### src/rtl/bridge_pkg.sv
// Shared definitions for the CPU-to-peripheral address bridge.
//   - FSM state encoding used by sys_bridge_v2
//   - bus widths
//   - default address windows for the DM, timer 0, timer 1 and
//     interrupt-generator slaves
package bridge_pkg;

  localparam int ADDR_W = 32;
  localparam int DATA_W = 32;
  localparam int BE_W   = 4;
  localparam int WAIT_W = 4;

  typedef enum logic [1:0] {
    IDLE = 2'd0,
    WAIT = 2'd1,
    ERR  = 2'd2
  } state_t;

  localparam logic [ADDR_W-1:0] DM_BASE   = 32'h0000_0000;
  localparam logic [ADDR_W-1:0] DM_LIMIT  = 32'h0000_2fff;
  localparam logic [ADDR_W-1:0] T0_BASE   = 32'h0000_7f00;
  localparam logic [ADDR_W-1:0] T0_LIMIT  = 32'h0000_7f0b;
  localparam logic [ADDR_W-1:0] T1_BASE   = 32'h0000_7f10;
  localparam logic [ADDR_W-1:0] T1_LIMIT  = 32'h0000_7f1b;
  localparam logic [ADDR_W-1:0] INT_BASE  = 32'h0000_7f20;
  localparam logic [ADDR_W-1:0] INT_LIMIT = 32'h0000_7f23;

endpackage

### src/rtl/addr_decoder.sv
// Combinational address decoder.
// Compares addr against N_SLV inclusive [base, limit] windows (unsigned).
// Overlapping windows resolve to the lowest slot index.
// Ports:
//   addr  in   byte address
//   hit   out  one-hot hit vector (all zero on a miss)
//   slot  out  index of the winning slot (0 on a miss)
//   miss  out  no window contains addr
module addr_decoder
  import bridge_pkg::*;
#(
  parameter int                     N_SLV     = 4,
  parameter logic [32*N_SLV-1:0]    SLV_BASE  = {INT_BASE, T1_BASE, T0_BASE, DM_BASE},
  parameter logic [32*N_SLV-1:0]    SLV_LIMIT = {INT_LIMIT, T1_LIMIT, T0_LIMIT, DM_LIMIT},
  localparam int                    SLOT_W    = (N_SLV > 1) ? $clog2(N_SLV) : 1
) (
  input  logic [ADDR_W-1:0] addr,
  output logic [N_SLV-1:0]  hit,
  output logic [SLOT_W-1:0] slot,
  output logic              miss
);

  always_comb begin
    // NOTE: every output gets a default before the loop so no path leaves
    // a combinational signal unassigned (which would infer a latch).
    hit  = '0;
    slot = '0;
    miss = 1'b1;
    // Scan from the highest slot down so a lower-index hit overwrites a
    // higher one: the lowest index wins on overlap.
    for (int k = N_SLV - 1; k >= 0; k--) begin
      if ((addr >= SLV_BASE[32*k +: 32]) && (addr <= SLV_LIMIT[32*k +: 32])) begin
        hit    = '0;
        hit[k] = 1'b1;
        slot   = SLOT_W'(k);
        miss   = 1'b0;
      end
    end
  end

endmodule

### src/rtl/sys_bridge_v2.sv
// Parametrised CPU-to-peripheral address bridge.
// Accepts one request from the MEM-stage master, decodes it against N_SLV
// windows, holds the selected slave for its wait states and completes with
// a one-cycle pr_ready pulse. Unmapped accesses and writes to read-only
// slots complete with pr_err and are recorded in a sticky fault register.
// Ports:
//   clk, reset_n            clock, asynchronous active-low reset
//   pr_req/we/addr/wdata    master request (held until pr_ready)
//   pr_rdata/ready/err      master completion
//   dev_addr/wdata          latched address/data broadcast to slaves
//   dev_sel                 one-hot slave select, active during WAIT
//   dev_we                  per-slave byte enables, completion cycle only
//   dev_rdata               per-slave read data
//   fault_clr               clears fault_valid
//   fault_valid/addr        sticky fault flag and last faulting address
//   err_cnt                 saturating error count
module sys_bridge_v2
  import bridge_pkg::*;
#(
  parameter int                     N_SLV     = 4,
  parameter logic [32*N_SLV-1:0]    SLV_BASE  = {INT_BASE, T1_BASE, T0_BASE, DM_BASE},
  parameter logic [32*N_SLV-1:0]    SLV_LIMIT = {INT_LIMIT, T1_LIMIT, T0_LIMIT, DM_LIMIT},
  parameter logic [4*N_SLV-1:0]     SLV_WAIT  = {4'd0, 4'd1, 4'd1, 4'd0},
  parameter logic [N_SLV-1:0]       SLV_RO    = '0
) (
  input  logic                    clk,
  input  logic                    reset_n,
  input  logic                    pr_req,
  input  logic [BE_W-1:0]         pr_we,
  input  logic [ADDR_W-1:0]       pr_addr,
  input  logic [DATA_W-1:0]       pr_wdata,
  output logic [DATA_W-1:0]       pr_rdata,
  output logic                    pr_ready,
  output logic                    pr_err,
  output logic [ADDR_W-1:0]       dev_addr,
  output logic [DATA_W-1:0]       dev_wdata,
  output logic [N_SLV-1:0]        dev_sel,
  output logic [BE_W*N_SLV-1:0]   dev_we,
  input  logic [DATA_W*N_SLV-1:0] dev_rdata,
  input  logic                    fault_clr,
  output logic                    fault_valid,
  output logic [ADDR_W-1:0]       fault_addr,
  output logic [7:0]              err_cnt
);

  localparam int SLOT_W = (N_SLV > 1) ? $clog2(N_SLV) : 1;

  state_t              state, state_n;
  logic [ADDR_W-1:0]   lat_addr;
  logic [DATA_W-1:0]   lat_wdata;
  logic [BE_W-1:0]     lat_we;
  logic [SLOT_W-1:0]   lat_slot;
  logic [WAIT_W-1:0]   cnt;

  logic [N_SLV-1:0]    hit;
  logic [SLOT_W-1:0]   slot;
  logic                miss;

  logic [WAIT_W-1:0]   wait_sel;
  logic                ro_hit;
  logic                accept;
  logic                bad_access;

  logic [N_SLV-1:0]      sel_onehot;
  logic [DATA_W-1:0]     rdata_mux;
  logic [BE_W*N_SLV-1:0] we_spread;

  addr_decoder #(
    .N_SLV     (N_SLV),
    .SLV_BASE  (SLV_BASE),
    .SLV_LIMIT (SLV_LIMIT)
  ) u_dec (
    .addr (pr_addr),
    .hit  (hit),
    .slot (slot),
    .miss (miss)
  );

  // Per-slot attributes of the incoming request, selected by the hit vector.
  always_comb begin
    wait_sel = '0;
    for (int k = 0; k < N_SLV; k++) begin
      if (hit[k]) wait_sel = SLV_WAIT[4*k +: 4];
    end
  end

  assign ro_hit     = |(hit & SLV_RO);
  assign accept     = (state == IDLE) && pr_req;
  assign bad_access = miss || ((pr_we != '0) && ro_hit);

  // Select/steer signals for the latched slot.
  always_comb begin
    sel_onehot = '0;
    rdata_mux  = '0;
    we_spread  = '0;
    for (int k = 0; k < N_SLV; k++) begin
      if (lat_slot == SLOT_W'(k)) begin
        sel_onehot[k]          = 1'b1;
        rdata_mux              = dev_rdata[32*k +: 32];
        we_spread[4*k +: 4]    = lat_we;
      end
    end
  end

  // FSM next state and bus outputs.
  always_comb begin
    state_n  = state;
    pr_ready = 1'b0;
    pr_err   = 1'b0;
    pr_rdata = '0;
    dev_sel  = '0;
    dev_we   = '0;
    unique case (state)
      IDLE: begin
        if (pr_req) state_n = bad_access ? ERR : WAIT;
      end
      WAIT: begin
        dev_sel = sel_onehot;
        if (cnt == '0) begin
          pr_ready = 1'b1;
          pr_rdata = rdata_mux;
          dev_we   = we_spread;
          state_n  = IDLE;
        end
      end
      ERR: begin
        pr_ready = 1'b1;
        pr_err   = 1'b1;
        state_n  = IDLE;
      end
      default: state_n = IDLE;
    endcase
  end

  // NOTE: state registers use non-blocking assignments so every flop in
  // the block samples the pre-edge values regardless of statement order.
  always_ff @(posedge clk or negedge reset_n) begin
    if (!reset_n) begin
      state     <= IDLE;
      lat_addr  <= '0;
      lat_wdata <= '0;
      lat_we    <= '0;
      lat_slot  <= '0;
      cnt       <= '0;
    end else begin
      state <= state_n;
      if (accept) begin
        lat_addr  <= pr_addr;
        lat_wdata <= pr_wdata;
        lat_we    <= pr_we;
        lat_slot  <= slot;
        cnt       <= wait_sel;
      end else if ((state == WAIT) && (cnt != '0)) begin
        cnt <= cnt - 1'b1;
      end
    end
  end

  // Sticky fault register; a fault being recorded overrides a clear.
  always_ff @(posedge clk or negedge reset_n) begin
    if (!reset_n) begin
      fault_valid <= 1'b0;
      fault_addr  <= '0;
      err_cnt     <= '0;
    end else if (state == ERR) begin
      fault_valid <= 1'b1;
      fault_addr  <= lat_addr;
      if (err_cnt != 8'hff) err_cnt <= err_cnt + 8'd1;
    end else if (fault_clr) begin
      fault_valid <= 1'b0;
    end
  end

  assign dev_addr  = lat_addr;
  assign dev_wdata = lat_wdata;

endmodule

### config.mk
export PLATFORM = sky130hd
export DESIGN_NAME = sys_bridge_v2
export DESIGN_NICKNAME = d
export VERILOG_FILES = /design/src/rtl/bridge_pkg.sv /design/src/rtl/addr_decoder.sv /design/src/rtl/sys_bridge_v2.sv
export SDC_FILE = /design/constraint.sdc
export NUM_CORES = 1
export LEC_CHECK = 0
export CAP_MARGIN = 20
export CORE_AREA = 2 2 139 141
export CTS_CLUSTER_DIAMETER = 150
export CTS_CLUSTER_SIZE = 40
export DETAILED_ROUTE_END_ITERATION = 8
export DIE_AREA = 0 0 141 143
export MAX_ROUTING_LAYER = met4
export PLACE_DENSITY = 0.7
export SLEW_MARGIN = 40
export SYNTH_ARGS = -nofsm -noshare
export SYNTH_HDL_FRONTEND = slang
export SYNTH_SLANG_ARGS = --single-unit
### constraint.sdc
create_clock -name clk -period 1.9 [get_ports clk]
set_input_delay 0.19 -clock clk [delete_from_list [all_inputs] [get_ports clk]]
set_output_delay 0.19 -clock clk [all_outputs]
set_load 0.005 [all_outputs]
---- Word-level counts from Yosys, hierarchy flattened ----
Cells that the tools add are included.
storage, ports and cells
  bits in registers ....................... 117
  bits of input ports ..................... 200
  word-level logic and storage cells ...... 84
operators by class
  add/subtract/negate cells ............... 2
  $lt $le $gt $ge ......................... 8
  equality and inequality tests ........... 8
  multiplexer cells ....................... 43
  reduce and logical (&&, ||, !) cells .... 14
operator list
  kind                                                                                   number
  32-bit 2-to-1 mux                                                                      6
  32-bit by 15-bit greater-or-equal comparator with 1-bit output, second input constant  3
  32-bit by 15-bit less-or-equal comparator with 1-bit output, second input constant     3
  4-bit 2-to-1 mux                                                                       11
  32-bit by 1-bit greater-or-equal comparator with 1-bit output, second input constant   1
  32-bit by 14-bit less-or-equal comparator with 1-bit output, second input constant     1
  16-bit 2-to-1 mux                                                                      2
  1-bit 2-to-1 mux                                                                       15
  2-bit 2-to-1 mux                                                                       7
  8-bit by 1-bit adder with 8-bit output, second input constant                          1
  8-bit inequality test, second input constant                                           1
  2-bit equality test, second input constant                                             3
  1-bit logical AND                                                                      6
  2-bit by 1-bit equality test with 1-bit output, second input constant                  2
  2-bit zero test                                                                        2
  4-bit zero test                                                                        1
  2-bit inequality test, second input constant                                           2
  2-bit one-hot mux with 2 select lines                                                  1
  2-bit AND reduction                                                                    2
  2-bit nonzero test                                                                     2
  4-bit nonzero test                                                                     1
  4-bit by 1-bit subtractor with 4-bit output, second input constant                     1
  1-bit one-hot mux with 2 select lines                                                  1

---- Logic depth before layout (Yosys ltp) ----
Gate-level depths: netlist (run 1).
  depth after elaboration ................. 10
  mapped depth ............................ 7
  gate-level depth less buffers ........... 6

---- Hierarchy ----
Synthesis (run 1) repeated with hierarchy kept, for this count alone.
unflattened totals
  cell total of the unflattened synthesis .. 441
  area, all modules ....................... 5980.7 µm²
by module, submodules not included
  module         times used  cells each  area each (µm²)  sequential area each (µm²)
  sys_bridge_v2  1           413         5800.6           2927.8
  addr_decoder   1           28          180.2            0.0

---- Worst setup path after synthesis (run 1) ----
No wires, ideal clock.
  path type ............................... reg2reg
  start ................................... reg cnt[0]
  end ..................................... reg state[0]
  arrival ................................. 1.545 ns
  data required time ...................... 1.781 ns
  setup slack ............................. 0.237 ns
  stages on the path, launching flop included .. 8
  buffers on the path ..................... 1
  period minus slack after synthesis ...... 1.663 ns
  path through ............................ dfrtp_1 > inv_1 > ha_1 > or3b_4 > and2_4 > buf_6 > o21ai_2 > a21bo_1
on the way
  word-level cells in the longest chain between the ends .. 3
ends and longest elaborated chain
  what                                    RTL line              RTL
  start: declaration                      sys_bridge_v2.sv:53   logic [WAIT_W-1:0] cnt;
  start signal: assignment                sys_bridge_v2.sv:152  cnt <= wait_sel;
  start signal: assignment                sys_bridge_v2.sv:154  cnt <= cnt - 1'b1;
  4-bit zero test                         sys_bridge_v2.sv:119  if (cnt == '0) begin
  2-bit inequality test (no source line)  n/a
  2-bit AND reduction (no source line)    n/a
  end signal: assignment                  sys_bridge_v2.sv:146  state <= state_n;
  end: declaration                        sys_bridge_v2.sv:48   state_t state, state_n;
Every way passes these cells.
A chain may end at the register's enable or synchronous reset.

---- Worst setup path after layout (run 1) ----
  start ................................... reg lat_slot[0]
  end ..................................... out dev_we[1]
on the way
  word-level cells in the longest chain between the ends .. 4
ends and longest elaborated chain
  what                      RTL line              RTL
  start: declaration        sys_bridge_v2.sv:52   logic [SLOT_W-1:0] lat_slot;
  start signal: assignment  sys_bridge_v2.sv:151  lat_slot <= slot;
  2-bit zero test           sys_bridge_v2.sv:97   if (lat_slot == SLOT_W'(k)) begin
  4-bit 2-to-1 mux          sys_bridge_v2.sv:97
  16-bit 2-to-1 mux         sys_bridge_v2.sv:119
  16-bit 2-to-1 mux         sys_bridge_v2.sv:113  unique case (state)
  end: declaration          sys_bridge_v2.sv:38   output logic [BE_W*N_SLV-1:0] dev_we,
Every way passes these cells.

==> results.md, run 1 <==
- The H-tree generated during clock tree synthesis spans 4 levels.
- Row generation in the floorplan step produced 50 rows.
- Of the cells placed in the final design, the portion with a size suffix greater than 1 is 29.3%.
- For this run, the number of Yosys warnings is 0.
- Setup violations remaining at the end of the flow were counted as 51.
- The total overflow reported by the global router is 0.
- Counting every instance in the synthesized netlist gives 565.
- The setup check on the worst reg-to-reg path leaves a slack of 0.16 ns.
- After clock tree synthesis, the clock-pin slew on the worst setup and hold paths is 0.06 ns.
- The remaining antenna violation count is 0.
- The max-slew violation total from the final report is 0.
- The number of sinks handled by clock tree synthesis is 117.
- The growth of design area from synthesis to finish is 92.9%.
- In the global route stage, overall resource usage came out at 23.7%.
- Once the floorplan was initialized, standard cells occupied 31.5% of the core.
- The via count of the first global-routing pass is 6193.
- The worst hold path belongs to the class in2async.
- Across the whole layout, storage elements account for 2930 um^2.
- The met3 capacity usage during global routing is 6.37%.
- After synthesis, the mean cell area works out to 10.4 um^2.
- The total of buffers placed on input and output ports is 358.
- The leakage component of the power is 5.08 nW.
- The via density per instance is 4.85.
- The wire-length estimate of the detail-placed layout is 17500 um.
- The height of the chip is 143 um.
- The buffer levels on the longest clock path is 2.
- The slew at the pin with the worst max-slew slack is 0.423 ns.
- The clock root buffer master is sky130_fd_sc_hd__clkbuf_16.
- The number of register bits inferred by synthesis is 117.
- The first global-routing pass estimated 35100 um of wire.
- The placed instances occupy a cell area of 10100 um^2.
- The post-synthesis instance area is 5860 um^2.
- The number of different library cells used by synthesis comes to 44.
- For the worst setup path, the data required time is 1.71 ns.
- Sequential elements use 49.9% of the synthesized area.
- Across all setup checks in the final design, the least slack found is -0.252 ns.
- Global routing consumed, on the met1 layer, 27.0% of the routing resources.
- The initial antenna violation count is 4.
- The initial DRC count is 235.
- The startpoint-to-endpoint class of the critical path is reg2out.
- The peak supply drop is 0.648 mV.
- The worst setup path is captured at an output port.
- The number of top-level pins is 359.
- The worst register-to-register path ends at err_cnt[1].
- The final instance count without filler cells is 1234.
- For the worst-skew pair, the clock arrives at the later sink with an insertion delay of 0.41 ns.
- The placeable core region is 18600 um^2.
- The number of design rule violations left after detail routing is 0.
- The pin count of the biggest net entering global routing is 46.
- The mean routed wirelength per cell is 19.2 um.
- After layout, the minimum clock period comes to 2.15 ns.
- Timing would allow up to 0.465 GHz.
- Routability-driven placement finished with a final weighted congestion of 0.876.
- Counting every net in the synthesized netlist gives 771.
- After filler insertion, the fill cell instance count of the layout stands at 1584.
- The run finished, with violations left.
- The final layout contains 1189 nets.
- The layer flagged by global routing as most heavily used is met2.
- The met2 demand-to-capacity share in global routing is 39.8%.
- Summing all multi-input logic gate instances after layout gives 3030 um^2.
- The worst setup path is launched from a register.
- The startpoint of the worst register-to-register path is state[0].
- The worst-case headroom to the max-slew limit is 71.8%.
- Max-cap violations in this run came to 0.
- The checks that failed: setup timing.
- The finished cells cover 11300 um^2.
- The x dimension of the die is 141 um.
- The final clock skew is 0.00815 ns.
- Clock tree synthesis inserted a total of 17 buffers.
- The share of the core filled with cells in the final layout is 60.9%.
- The detailed-route wire length is 23700 um.
- The count of vias placed by the detailed router is 5987.
- After routing, the total negative slack on setup checks comes to -7.88 ns.
- The signal arrival time at the worst endpoint is 1.96 ns.
- The count of endpoints failing hold in the final timing report came to 0.
- The number of iterations in the first detailed-routing pass is 5.
- After layout, the worst path uses 113% of the clock period.
- The number of placed instances, taps included, is 1169.
- For the worst flop-to-flop path, the logic depth is 7.
- For this design the ratio of total power to cell area is 879 nW/um^2.
- The area of the die is 20200 um^2.
- Setup repair after global routing could not meet its margin everywhere.
- The maximum fanout along the worst path is 5.
- The TritonCTS clock tree is built.
[cells in the mapped netlist (all sizes together)]
library cell    n  area (um^2)
nand2         216          811
dfrtp         117         2930
and3           34          213
mux2           34          383
mux4           32          721
nor2           21         78.8
clkbuf         19         71.3
buf            17          108
inv            11         41.3
ha              6         75.1
nand4           5         31.3
xor2            5         43.8
a21oi           4         20.0
nand3           4         20.0
nor4            4         25.0
a211oi          3         22.5
o21ai           3         18.8
xnor2           3         26.3
and2            2         15.0
and4            2         17.5
nand3b          2         15.0
nor2b           2         12.5
nor3            2         10.0
o31ai           2         15.0
or3b            2         20.0
a211o           1         8.76
a21bo           1         10.0
a21boi          1         7.51
maj3            1         10.0
nand2b          1         6.26
nor3b           1         12.5
nor4b           1         8.76
o21a            1         7.51
o221a           1         11.3
o22a            1         8.76
o22ai           1         6.26
o41ai           1         16.3
or2             1         6.26
[state kept, by name (all words and copies together), names as in the netlist]
name / flops
fault_valid: 1
dev_addr: 32
fault_addr: 32
state: 2
cnt: 4
lat_we: 4
lat_slot: 2
err_cnt: 8
dev_wdata: 32
[timing repair]
action | 4_1_cts | 5_1_grt
setup buffers | 23 | 3
hold buffers | 1 | 0
cloned | 5 | 1
hold endpoints to repair | 28 | 0
endpoints found under the setup margin | 54 | 53
gates resized for setup | 302 | 46
pin swaps | 30 | 11
[power by group]
| part | total, mW | internal [mW] | switching (mW) |
|---|---|---|---|
| sequential | 3.60 | 3.14 | 0.454 |
| combinational | 3.10 | 2.00 | 1.10 |
| clock | 3.24 | 2.10 | 1.14 |
| total | 9.94 | 7.24 | 2.69 |
[layout by cell type (no fill, tap or decap), drive strengths merged, types with 5 or more instances in the layout]
| master | synthesis | final |
|---|---|---|
| nor2 | 21 | 21 |
| clkdlybuf4s50 | 0 | 303 |
| buf | 17 | 127 |
| and3 | 34 | 34 |
| dfrtp | 117 | 117 |
| mux2 | 34 | 34 |
| xor2 | 5 | 5 |
| ha | 6 | 6 |
| clkinv | 0 | 8 |
| mux4 | 32 | 32 |
| inv | 11 | 12 |
| nand4 | 5 | 5 |
| nand2 | 216 | 216 |
| clkbuf | 19 | 22 |
[kinds of logic (layout without fill, tap and decap cells)]
| family | count (synthesis) | count (layout) | share of synthesized area [%] |
|---|---|---|---|
| compound gates | 20 | 20 | 2.60 |
| xor+xnor | 8 | 8 | 1.20 |
| fa+ha+maj | 7 | 7 | 1.45 |
| buf+inv | 47 | 478 | 3.76 |
| flops | 117 | 117 | 49.9 |
| mux | 66 | 66 | 18.8 |
| other cells | 0 | 4 | 0 |
| simple gates | 300 | 300 | 22.2 |
[worst max-delay path: stages (launching register included)]
cell                      delay [ns]
sky130_fd_sc_hd__dfrtp_2        0.41
sky130_fd_sc_hd__buf_6          0.14
sky130_fd_sc_hd__buf_12         0.13
sky130_fd_sc_hd__buf_16         0.12
sky130_fd_sc_hd__or3b_4         0.41
sky130_fd_sc_hd__buf_6          0.15
sky130_fd_sc_hd__nor2_4         0.07
sky130_fd_sc_hd__buf_2          0.12
[through the flow]
step / power (mW) / worst slack, ns / hold WS (ns)
floorplan: 4.47 / 0.237 / -0.106
detailed placement: 6.71 / -0.209 / 0.161
CTS: 10.1 / -0.276 / 0.255
global placement: 6.66 / -0.190 / 0.158
finish: 9.94 / -0.252 / 0.269
global route: 10.5 / -0.307 / 0.284
[worst max path at each step]
stage | startpoint | slack, ns | depth (start not counted) | endpoint
floorplan | cnt[0] | 0.24 | 7 | state[0]
global placement | lat_slot[0] | -0.19 | 4 | pr_rdata[2]
detailed placement | lat_slot[0] | -0.21 | 4 | pr_rdata[2]
CTS | lat_slot[0] | -0.28 | 7 | dev_we[1]
global route | cnt[0] | -0.31 | 8 | pr_rdata[6]
finish | lat_slot[0] | -0.25 | 7 | dev_we[1]
[routing by layer]
metal | share of wire (%) | up-vias
met5 | 0 | -
met4 | 3.0 | 0
met3 | 7.5 | 42
met2 | 51 | 253
met1 | 39 | 2923
li1 | - | 2769
[final cells by class]
cell class | count | share of cell area [%]
Clock buffer | 20 | 3.95
Sequential cell | 117 | 25.9
Antenna cell | 4 | 0.0885
Clock inverter | 12 | 1.36
Timing Repair Buffer | 435 | 38.9
Tap cell | 234 | 2.59
Multi-Input combinational cell | 401 | 26.8
Inverter | 11 | 0.365
Note: power is estimated with default switching activity, not from simulation.
==> run 2, diff against run 1 <==
--- a/config.mk
+++ b/config.mk
@@ -11,6 +11,7 @@
 export CTS_CLUSTER_SIZE = 40
 export DETAILED_ROUTE_END_ITERATION = 8
 export DIE_AREA = 0 0 141 143
+export GPL_ROUTABILITY_DRIVEN = 0
 export MAX_ROUTING_LAYER = met4
 export PLACE_DENSITY = 0.7
 export SLEW_MARGIN = 40
==> results of run 2 <==
Same layout as run 1: the final DEF is identical, and so are final timing and power.
